`src/rtl/spi_flash_arbiter_if.sv`:
```
// Purpose: bundles the request/grant handshake, both requesters' SPI drive and the flash pins.
// Latency: none (wiring only).
// Backpressure: n/a; slave = arbiter side, master = requester/board side.
// Signals: req/gnt handshake, m0_*/m1_* requester drive, spi_* flash pins, busy.
interface spi_flash_arbiter_if;
  logic [1:0] req;
  logic [1:0] gnt;
  logic       m0_cs;
  logic       m0_sck;
  logic       m0_mosi;
  logic       m1_cs;
  logic       m1_sck;
  logic       m1_mosi;
  logic       spi_cs;
  logic       spi_sck;
  logic       spi_mosi;
  logic       busy;

  modport slave (
    input  req, m0_cs, m0_sck, m0_mosi, m1_cs, m1_sck, m1_mosi,
    output gnt, spi_cs, spi_sck, spi_mosi, busy
  );

  modport master (
    output req, m0_cs, m0_sck, m0_mosi, m1_cs, m1_sck, m1_mosi,
    input  gnt, spi_cs, spi_sck, spi_mosi, busy
  );
endinterface

```
`src/rtl/spi_flash_arbiter.sv`:
```
// Purpose: shares the config SPI flash between USB bootloader (port 0) and user design (port 1).
// Latency: gnt rises/falls one clk after req; owner's SPI drive reaches the pins with zero register stages.
// Backpressure: a losing requester keeps req high and waits for release plus a GAP_CYCLES CS-high gap.
// Ports: clk_48mhz, rst_n (synchronous, active low), bus (slave modport: req/gnt, m0_*/m1_*, spi_*, busy).
module spi_flash_arbiter #(
  parameter int unsigned GAP_CYCLES = 4
) (
  input  logic               clk_48mhz,
  input  logic               rst_n,
  spi_flash_arbiter_if.slave bus
);

  localparam logic [1:0] ST_IDLE = 2'd0;
  localparam logic [1:0] ST_OWN0 = 2'd1;
  localparam logic [1:0] ST_OWN1 = 2'd2;
  localparam logic [1:0] ST_GAP  = 2'd3;

  localparam logic [7:0] GAP_LOAD = 8'(GAP_CYCLES - 1);

  logic [1:0] r_state;
  logic [1:0] w_state_nxt;
  logic       r_last;
  logic       w_last_nxt;
  logic [7:0] r_gap_cnt;
  logic [7:0] w_gap_cnt_nxt;
  logic [1:0] r_gnt;

  always_comb begin
    w_state_nxt   = r_state;
    w_last_nxt    = r_last;
    w_gap_cnt_nxt = r_gap_cnt;
    case (r_state)
      ST_IDLE: begin
        if (bus.req == 2'b01) begin
          w_state_nxt = ST_OWN0;
        end else if (bus.req == 2'b10) begin
          w_state_nxt = ST_OWN1;
        end else if (bus.req == 2'b11) begin
          // Contention: the port that did not own the flash last time wins.
          w_state_nxt = r_last ? ST_OWN0 : ST_OWN1;
        end
      end
      ST_OWN0: begin
        if (!bus.req[0]) begin
          w_state_nxt   = ST_GAP;
          w_last_nxt    = 1'b0;
          w_gap_cnt_nxt = GAP_LOAD;
        end
      end
      ST_OWN1: begin
        if (!bus.req[1]) begin
          w_state_nxt   = ST_GAP;
          w_last_nxt    = 1'b1;
          w_gap_cnt_nxt = GAP_LOAD;
        end
      end
      ST_GAP: begin
        // Counter loaded with GAP_CYCLES-1 so the zero cycle is the last gap cycle.
        if (r_gap_cnt == 8'd0) begin
          w_state_nxt = ST_IDLE;
        end else begin
          w_gap_cnt_nxt = r_gap_cnt - 8'd1;
        end
      end
      default: begin
        w_state_nxt = ST_IDLE;
      end
    endcase
  end

  always_ff @(posedge clk_48mhz) begin
    if (!rst_n) begin
      r_state   <= ST_IDLE;
      r_last    <= 1'b1;
      r_gap_cnt <= 8'd0;
      r_gnt     <= 2'b00;
    end else begin
      r_state   <= w_state_nxt;
      r_last    <= w_last_nxt;
      r_gap_cnt <= w_gap_cnt_nxt;
      // Grant is its own flop (decode of next state) so it cannot glitch during state changes.
      r_gnt     <= {w_state_nxt == ST_OWN1, w_state_nxt == ST_OWN0};
    end
  end

  assign bus.gnt  = r_gnt;
  assign bus.busy = (r_state != ST_IDLE);

  // Pin mux keyed only on registered state: the non-owner never reaches the flash.
  always_comb begin
    bus.spi_cs   = 1'b1;
    bus.spi_sck  = 1'b0;
    bus.spi_mosi = 1'b0;
    case (r_state)
      ST_OWN0: begin
        bus.spi_cs   = bus.m0_cs;
        bus.spi_sck  = bus.m0_sck;
        bus.spi_mosi = bus.m0_mosi;
      end
      ST_OWN1: begin
        bus.spi_cs   = bus.m1_cs;
        bus.spi_sck  = bus.m1_sck;
        bus.spi_mosi = bus.m1_mosi;
      end
      default: begin
        bus.spi_cs   = 1'b1;
        bus.spi_sck  = 1'b0;
        bus.spi_mosi = 1'b0;
      end
    endcase
  end

endmodule

```
`src/flat_wrapper.sv`:
```
// flat-port wrapper written by rule: the top's interface ports become plain ports
module spi_flash_arbiter_flat 
#(
  parameter int unsigned GAP_CYCLES = 4
)
  (clk_48mhz, rst_n, bus_req, bus_m0_cs, bus_m0_sck, bus_m0_mosi, bus_m1_cs, bus_m1_sck, bus_m1_mosi, bus_gnt, bus_spi_cs, bus_spi_sck, bus_spi_mosi, bus_busy);
  spi_flash_arbiter_if bus_i ();
  input  logic clk_48mhz;
  input  logic rst_n;
  input wire logic [$bits(bus_i.req)-1:0] bus_req;
  input wire logic [$bits(bus_i.m0_cs)-1:0] bus_m0_cs;
  input wire logic [$bits(bus_i.m0_sck)-1:0] bus_m0_sck;
  input wire logic [$bits(bus_i.m0_mosi)-1:0] bus_m0_mosi;
  input wire logic [$bits(bus_i.m1_cs)-1:0] bus_m1_cs;
  input wire logic [$bits(bus_i.m1_sck)-1:0] bus_m1_sck;
  input wire logic [$bits(bus_i.m1_mosi)-1:0] bus_m1_mosi;
  output wire logic [$bits(bus_i.gnt)-1:0] bus_gnt;
  output wire logic [$bits(bus_i.spi_cs)-1:0] bus_spi_cs;
  output wire logic [$bits(bus_i.spi_sck)-1:0] bus_spi_sck;
  output wire logic [$bits(bus_i.spi_mosi)-1:0] bus_spi_mosi;
  output wire logic [$bits(bus_i.busy)-1:0] bus_busy;
  assign bus_i.req = bus_req;
  assign bus_i.m0_cs = bus_m0_cs;
  assign bus_i.m0_sck = bus_m0_sck;
  assign bus_i.m0_mosi = bus_m0_mosi;
  assign bus_i.m1_cs = bus_m1_cs;
  assign bus_i.m1_sck = bus_m1_sck;
  assign bus_i.m1_mosi = bus_m1_mosi;
  assign bus_gnt = bus_i.gnt;
  assign bus_spi_cs = bus_i.spi_cs;
  assign bus_spi_sck = bus_i.spi_sck;
  assign bus_spi_mosi = bus_i.spi_mosi;
  assign bus_busy = bus_i.busy;
  spi_flash_arbiter #(.GAP_CYCLES(GAP_CYCLES)) u_core (.clk_48mhz(clk_48mhz), .rst_n(rst_n), .bus(bus_i));
endmodule
```
`config.mk`:
```
export PLATFORM = sky130hd
export DESIGN_NAME = spi_flash_arbiter_flat
export DESIGN_NICKNAME = d
export VERILOG_FILES = /design/src/rtl/spi_flash_arbiter_if.sv /design/src/rtl/spi_flash_arbiter.sv /design/src/flat_wrapper.sv
export SDC_FILE = /design/constraint.sdc
export NUM_CORES = 1
export LEC_CHECK = 0
export CAP_MARGIN = 20
export CELL_PAD_IN_SITES_DETAIL_PLACEMENT = 0
export CELL_PAD_IN_SITES_GLOBAL_PLACEMENT = 1
export CORE_MARGIN = 4
export CORE_UTILIZATION = 40
export DETAILED_ROUTE_END_ITERATION = 16
export PLACE_DENSITY_LB_ADDON = 0.1
export SLEW_MARGIN = 5
export SYNTH_ARGS = -nofsm -noshare
export SYNTH_HDL_FRONTEND = slang
export SYNTH_SLANG_ARGS = --single-unit
export TNS_END_PERCENT = 10
```
`constraint.sdc`:
```
create_clock -name clk_48mhz -period 5.2 [get_ports clk_48mhz]
set_input_delay 1.04 -clock clk_48mhz [delete_from_list [all_inputs] [get_ports clk_48mhz]]
set_output_delay 1.04 -clock clk_48mhz [all_outputs]
set_load 0.02 [all_outputs]
```
==> results.json, run 1 <==
{
  "dieWidth_um": 54.2,
  "io_pins": 16,
  "final_core_util": 0.520,
  "power.density_mw_per_mm2": 691,
  "crit_fanout": 1,
  "n_antenna_cell": 0,
  "finalClockSkew_ns": 0.00116,
  "gr-usage-all-layers": 0.143,
  "htreeDepth": 1,
  "timing.slew.headroom": 0.493,
  "core_mm2": 0.00200,
  "cap_violations": 0,
  "drc": 0,
  "setup_violations": 0,
  "stdcell_count": 143,
  "num_vias": 803,
  "cts_resized": 0,
  "nFillCells": 202,
  "period_minus_slack_ns": 3.35,
  "crit_path_end_kind": "primary output",
  "clk_pin_slew_worst_paths_ns": 0.09,
  "required_ns": 4.16,
  "place_area_mm2": 0.00101,
  "grt_pass1_vias": 732,
  "portBuffers": 15,
  "vdd_drop_max_uv": 342,
  "insertion_delay_ns": 0.28,
  "wl_um": 1840,
  "hold_buffers": 0,
  "finalHoldViolCount": 0,
  "drtAntennaViolNets": 0,
  "cts-root-buf": "clkbuf_4",
  "overflow": 0,
  "grt_max_degree": 12,
  "crit_path_top_delay_cell": "clkdlybuf4s50_1",
  "syn-cell-area_um2": 853,
  "route.met2.wl_um": 876,
  "die_h_um": 54.2,
  "p_leak_nw": 0.405,
  "synth.distinct_cells": 40,
  "max_clock_freq_mhz": 298,
  "post_cts_buffers": 0,
  "met3_length_um": 140,
  "tritoncts": "yes",
  "die_area_mm2": 0.00294,
  "synthesis.nets": 117,
  "fin_tns_setup_ns": 0,
  "start_kind": "input pin",
  "grt_pass1_wl_um": 3010,
  "finalInstanceArea_mm2": 0.00104,
  "synthCells": 100,
  "cpPeakStageDelay_ns": 0.61,
  "routed_via_density": 5.62,
  "rsz0062_at_grt": "false",
  "cts_buffers": 3,
  "place_inst": 139,
  "ys_warn_count": 0,
  "maxSlewViolCount": 0,
  "drive_above_1_share": 0.0690,
  "start_util": 0.426,
  "cp_cell_sequence": "clkdlybuf4s50_1, a22oi_1, nor2b_1, clkdlybuf4s50_1",
  "gp_congestion": 0.777,
  "antenna_found_initial": 0,
  "cts_buffer_depth": 2,
  "syn_area_per_cell_um2": 8.53,
  "topRoutingLayerUsed": "met4",
  "nNetsFinal": 134,
  "first_iter_violations": 15,
  "power_mw": 0.720,
  "seq_area_frac_synth": 0.305,
  "clock_sinks": 13,
  "critical_path_class": "in2out",
  "dp_hpwl_um": 1390,
  "period_share": 0.645,
  "synth-seq-cells": 13,
  "syn_to_final_growth_pct": 22.0,
  "rows": 16,
  "wl_per_cell_um": 12.9,
  "wl_met1_um": 802,
  "crit_arrival_ns": 2.31,
  "drt_pass1_iterations": 4,
  "worst_slew_pin_slew_ns": 0.760,
  "crit_top_cell": "clkdlybuf4s50_1",
  "hold_path_class": "reg2reg",
  "run_status": "finished clean"
}
==> logic make-up after synthesis <==
family                   synth area share
AND/OR/NAND/NOR                     0.245
AO/OA/AOI/OAI                       0.243
flip-flops                          0.305
buffers and inverters              0.0616
adder cells (fa/ha/maj)             0.103
XOR/XNOR                           0.0308
multiplexers                       0.0117
==> cell type report <==
cell class / instances / area, um2 / share of cell area
flip-flops and latches: 13 / 260 / 0.250
inverters: 8 / 30.0 / 0.0288
clock buffers: 4 / 26.3 / 0.0252
repair buffers: 15 / 150 / 0.144
well taps: 27 / 33.8 / 0.0325
multi-input cells: 76 / 541 / 0.519
==> registers in the layout, summed over array words and instances, names as in the netlist <==
name,cells
u_core.bus.gnt,2
u_core.r_gap_cnt,8
u_core.r_last,1
u_core.r_state,2
==> routing by layer <==
metal	global-route usage	vias to the layer above
met2	0.239	27
met4	0.0498	0
met1	0.159	371
met5	0	-
met3	0.0609	4
li1	-	401
==> report_power, final <==
group,switching [mW],internal [mW],leakage (nW)
Clock,0.0369,0.0298,0.0150
Sequential,0.0469,0.144,0.107
Combinational,0.255,0.207,0.284
Total,0.338,0.381,0.405
==> cells in the mapped netlist <==
master | count | area share
a21o_1 | 1 | 0.0088
o221a_2 | 3 | 0.040
a221oi_1 | 1 | 0.010
o21ai_0 | 4 | 0.023
nand4b_1 | 1 | 0.010
a311oi_1 | 1 | 0.010
nand2b_1 | 4 | 0.029
xor2_1 | 2 | 0.021
and2_1 | 1 | 0.0073
a22oi_1 | 4 | 0.035
and3_1 | 1 | 0.0073
nand4bb_1 | 1 | 0.013
a221o_1 | 2 | 0.023
nor3_1 | 1 | 0.0059
nor4b_1 | 1 | 0.010
nor2b_1 | 4 | 0.029
or4_1 | 1 | 0.0088
nor2_1 | 6 | 0.026
ha_1 | 7 | 0.10
a31oi_1 | 2 | 0.015
nand3_1 | 1 | 0.0059
o22ai_1 | 1 | 0.0073
o31a_1 | 1 | 0.010
buf_6 | 1 | 0.013
a21oi_1 | 5 | 0.029
nor3b_1 | 1 | 0.0088
nand2_1 | 10 | 0.044
nand4_1 | 1 | 0.0073
inv_1 | 8 | 0.035
and2_2 | 1 | 0.0088
clkbuf_1 | 1 | 0.0044
mux2i_1 | 1 | 0.012
a32oi_1 | 1 | 0.010
xnor2_1 | 1 | 0.010
a311o_1 | 1 | 0.012
nor4_2 | 1 | 0.015
buf_4 | 1 | 0.0088
o31ai_1 | 1 | 0.0088
or3_1 | 1 | 0.0073
dfxtp_1 | 13 | 0.30
==> cell usage in the layout, fill, tap and decap left out, drive strengths merged, types with 2 or more instances in the layout <==
| cell | synthesis | routed |
|---|---|---|
| clkdlybuf4s50 | 0 | 15 |
| dfxtp | 13 | 13 |
| nand2 | 10 | 10 |
| inv | 8 | 8 |
| ha | 7 | 7 |
| nor2 | 6 | 6 |
| a21oi | 5 | 5 |
| a22oi | 4 | 4 |
| nor2b | 4 | 4 |
| o21ai | 4 | 4 |
| nand2b | 4 | 4 |
| clkbuf | 1 | 4 |
| o221a | 3 | 3 |
| a221o | 2 | 2 |
| xor2 | 2 | 2 |
| a31oi | 2 | 2 |
| and2 | 2 | 2 |
==> final timing paths <==
kind	slack, ns	endpoint	from	depth (start not counted)
worst min register to register	0.52	u_core.r_gap_cnt[4]	u_core.r_gap_cnt[4]	2
worst max-delay path	1.85	bus_spi_sck	bus_m1_sck	4
worst max register to register	2.88	u_core.r_gap_cnt[4]	u_core.r_state[0]	6
worst min-delay path	0.52	u_core.r_gap_cnt[4]	u_core.r_gap_cnt[4]	2
==> worst max-delay path: cells and delay by family <==
| family | cells | cell delay, ns |
|---|---|---|
| buffers and inverters | 2 | 1.07 |
| AND/OR/NAND/NOR | 1 | 0.12 |
| AO/OA/AOI/OAI | 1 | 0.08 |
==> through the flow <==
stage | hold slack (ns) | setup slack (ns)
floorplan | 0.475 | 2.74
global placement | 0.490 | 1.86
detailed placement | 0.505 | 1.83
CTS | 0.518 | 1.84
global route | 0.545 | 1.79
finish | 0.517 | 1.85
Power figures use the tool's default switching activity.
==> inputs of run 2 (changes only) <==
- CORE_UTILIZATION: 40 -> 34
- clock period: 5.2 -> 2.79 ns (I/O delays scaled with it)
==> results.json, run 2 (synthesis gave the netlist of run 1 again) <==
{
  "run_status": "finished clean",
  "final_common_cell": "clkdlybuf4s50_1",
  "cts_buffer_depth": 2,
  "largest_reg_flops": 8,
  "rows": 17,
  "setup_violations": 0,
  "seqPwrFrac": 0.256,
  "place_area_mm2": 0.00103,
  "grt_max_degree": 12,
  "grt_pass1_wl_um": 3270,
  "finalInstanceArea_mm2": 0.00106,
  "power.density_mw_per_mm2": 1310,
  "post_cts_buffers": 0,
  "gr-usage-all-layers": 0.125,
  "nNetsFinal": 136,
  "period_minus_slack_ns": 2.54,
  "die_h_um": 58.1,
  "p_clk_frac": 0.085,
  "p_sw_frac": 0.464,
  "regMostFlops": "u_core.r_gap_cnt",
  "nFillCells": 228,
  "dp_hpwl_um": 1420,
  "drc": 0,
  "cts_buffers": 3,
  "core_mm2": 0.00230,
  "dieWidth_um": 58.1,
  "drive_above_1_share": 0.0932,
  "hold_path_class": "reg2reg",
  "worst_slack_ns": 0.249,
  "final_core_util": 0.461,
  "drt_pass1_iterations": 4,
  "htreeDepth": 1,
  "drtAntennaViolNets": 0,
  "tritoncts": "yes",
  "finalClockSkew_ns": 0.00110,
  "vdd_drop_max_uv": 710,
  "wl_um": 1900,
  "cts-root-buf": "clkbuf_4",
  "final_cell_mix": "15 x clkdlybuf4s50_1, 13 x dfxtp_1, 10 x nand2_1, 8 x inv_1, 7 x ha_1",
  "hold_slack_ns": 0.511,
  "crit_arrival_ns": 1.98,
  "start_util": 0.371,
  "p_leak_nw": 0.418,
  "portBuffers": 15,
  "clk_pin_slew_worst_paths_ns": 0.08,
  "routed_via_density": 5.37,
  "finalHoldViolCount": 0,
  "syn_to_final_growth_pct": 24.0,
  "timing.slew.headroom": 0.521,
  "crit_path_end_kind": "primary output",
  "num_vias": 784,
  "switching_power_mw": 0.642,
  "rsz0062_at_grt": "false",
  "hold_buffers": 0,
  "maxSlewViolCount": 0,
  "wl_per_cell_um": 13.0,
  "clock_sinks": 13,
  "max_clock_freq_mhz": 394,
  "place_ws_ns": 0.261,
  "start_kind": "register",
  "n_antenna_cell": 0,
  "first_iter_violations": 30,
  "cts_resized": 0,
  "overflow": 0,
  "worst_slew_pin_slew_ns": 0.712,
  "die_area_mm2": 0.00338,
  "required_ns": 2.23,
  "critical_path_class": "reg2out",
  "combPwrFrac": 0.659,
  "grt_pass1_vias": 699,
  "crit_fanout": 8,
  "cap_violations": 0,
  "gp_congestion": 0.752,
  "fin_tns_setup_ns": 0,
  "io_pins": 16,
  "antenna_found_initial": 0,
  "period_share": 0.911,
  "insertion_delay_ns": 0.28,
  "p_int_mw": 0.743
}
## run 2: cell count changes in the layout (fill, tap and decap cells not counted), sizes merged
cell and delta:
clkinv +1, buf +2, clkbuf -1
## run 2: stage by stage
stage,instances,power (mW)
global route,146,1.52
CTS,146,1.39
detailed placement,142,1.26
finish,146,1.38
global placement,142,1.27
floorplan,100,0.991
## run 2: path summary, 6_finish.rpt
check	from	slack, ns	cells past startpoint	end
setup / recovery	u_core.r_state[0]	0.25	5	bus_spi_sck
hold reg to reg	u_core.r_gap_cnt[4]	0.51	2	u_core.r_gap_cnt[4]
setup reg to reg	u_core.r_state[0]	0.49	6	u_core.r_gap_cnt[4]
hold / removal	u_core.r_gap_cnt[4]	0.51	2	u_core.r_gap_cnt[4]
## run 2: area by class of cell
cell class | instances | area [um2] | area share
flip-flops and latches | 13 | 260 | 0.246
clock inverters | 1 | 5.00 | 0.00473
repair buffers | 17 | 165 | 0.156
multi-input cells | 76 | 541 | 0.511
inverters | 8 | 30.0 | 0.0284
well taps | 28 | 35.0 | 0.0331
clock buffers | 3 | 22.5 | 0.0213
## run 2: power by group through the flow
| stage | Combinational, mW | Clock, mW | Sequential (mW) |
|---|---|---|---|
| 2_1_floorplan | 0.635 | 0 | 0.356 |
| 3_3_place_gp | 0.907 | 0 | 0.361 |
| 3_5_place_dp | 0.904 | 0 | 0.358 |
| 4_1_cts | 0.915 | 0.125 | 0.355 |
| 5_1_grt | 1.02 | 0.138 | 0.369 |
| 6_report | 0.912 | 0.118 | 0.355 |
## run 2: worst max-delay path, stage by stage (launching register included)
cell             delay, ns
dfxtp_1               0.37
inv_1                 0.13
ha_1                  0.34
a22oi_1               0.14
nor2b_1               0.12
clkdlybuf4s50_1       0.61
## run 2: layer usage
| layer | share of wire | track usage | vias up |
|---|---|---|---|
| met5 | 0 | 0 | - |
| met4 | 0.0037 | 0.0199 | 0 |
| met3 | 0.064 | 0.0557 | 2 |
| met2 | 0.43 | 0.184 | 22 |
| met1 | 0.51 | 0.170 | 360 |
| li1 | - | - | 400 |
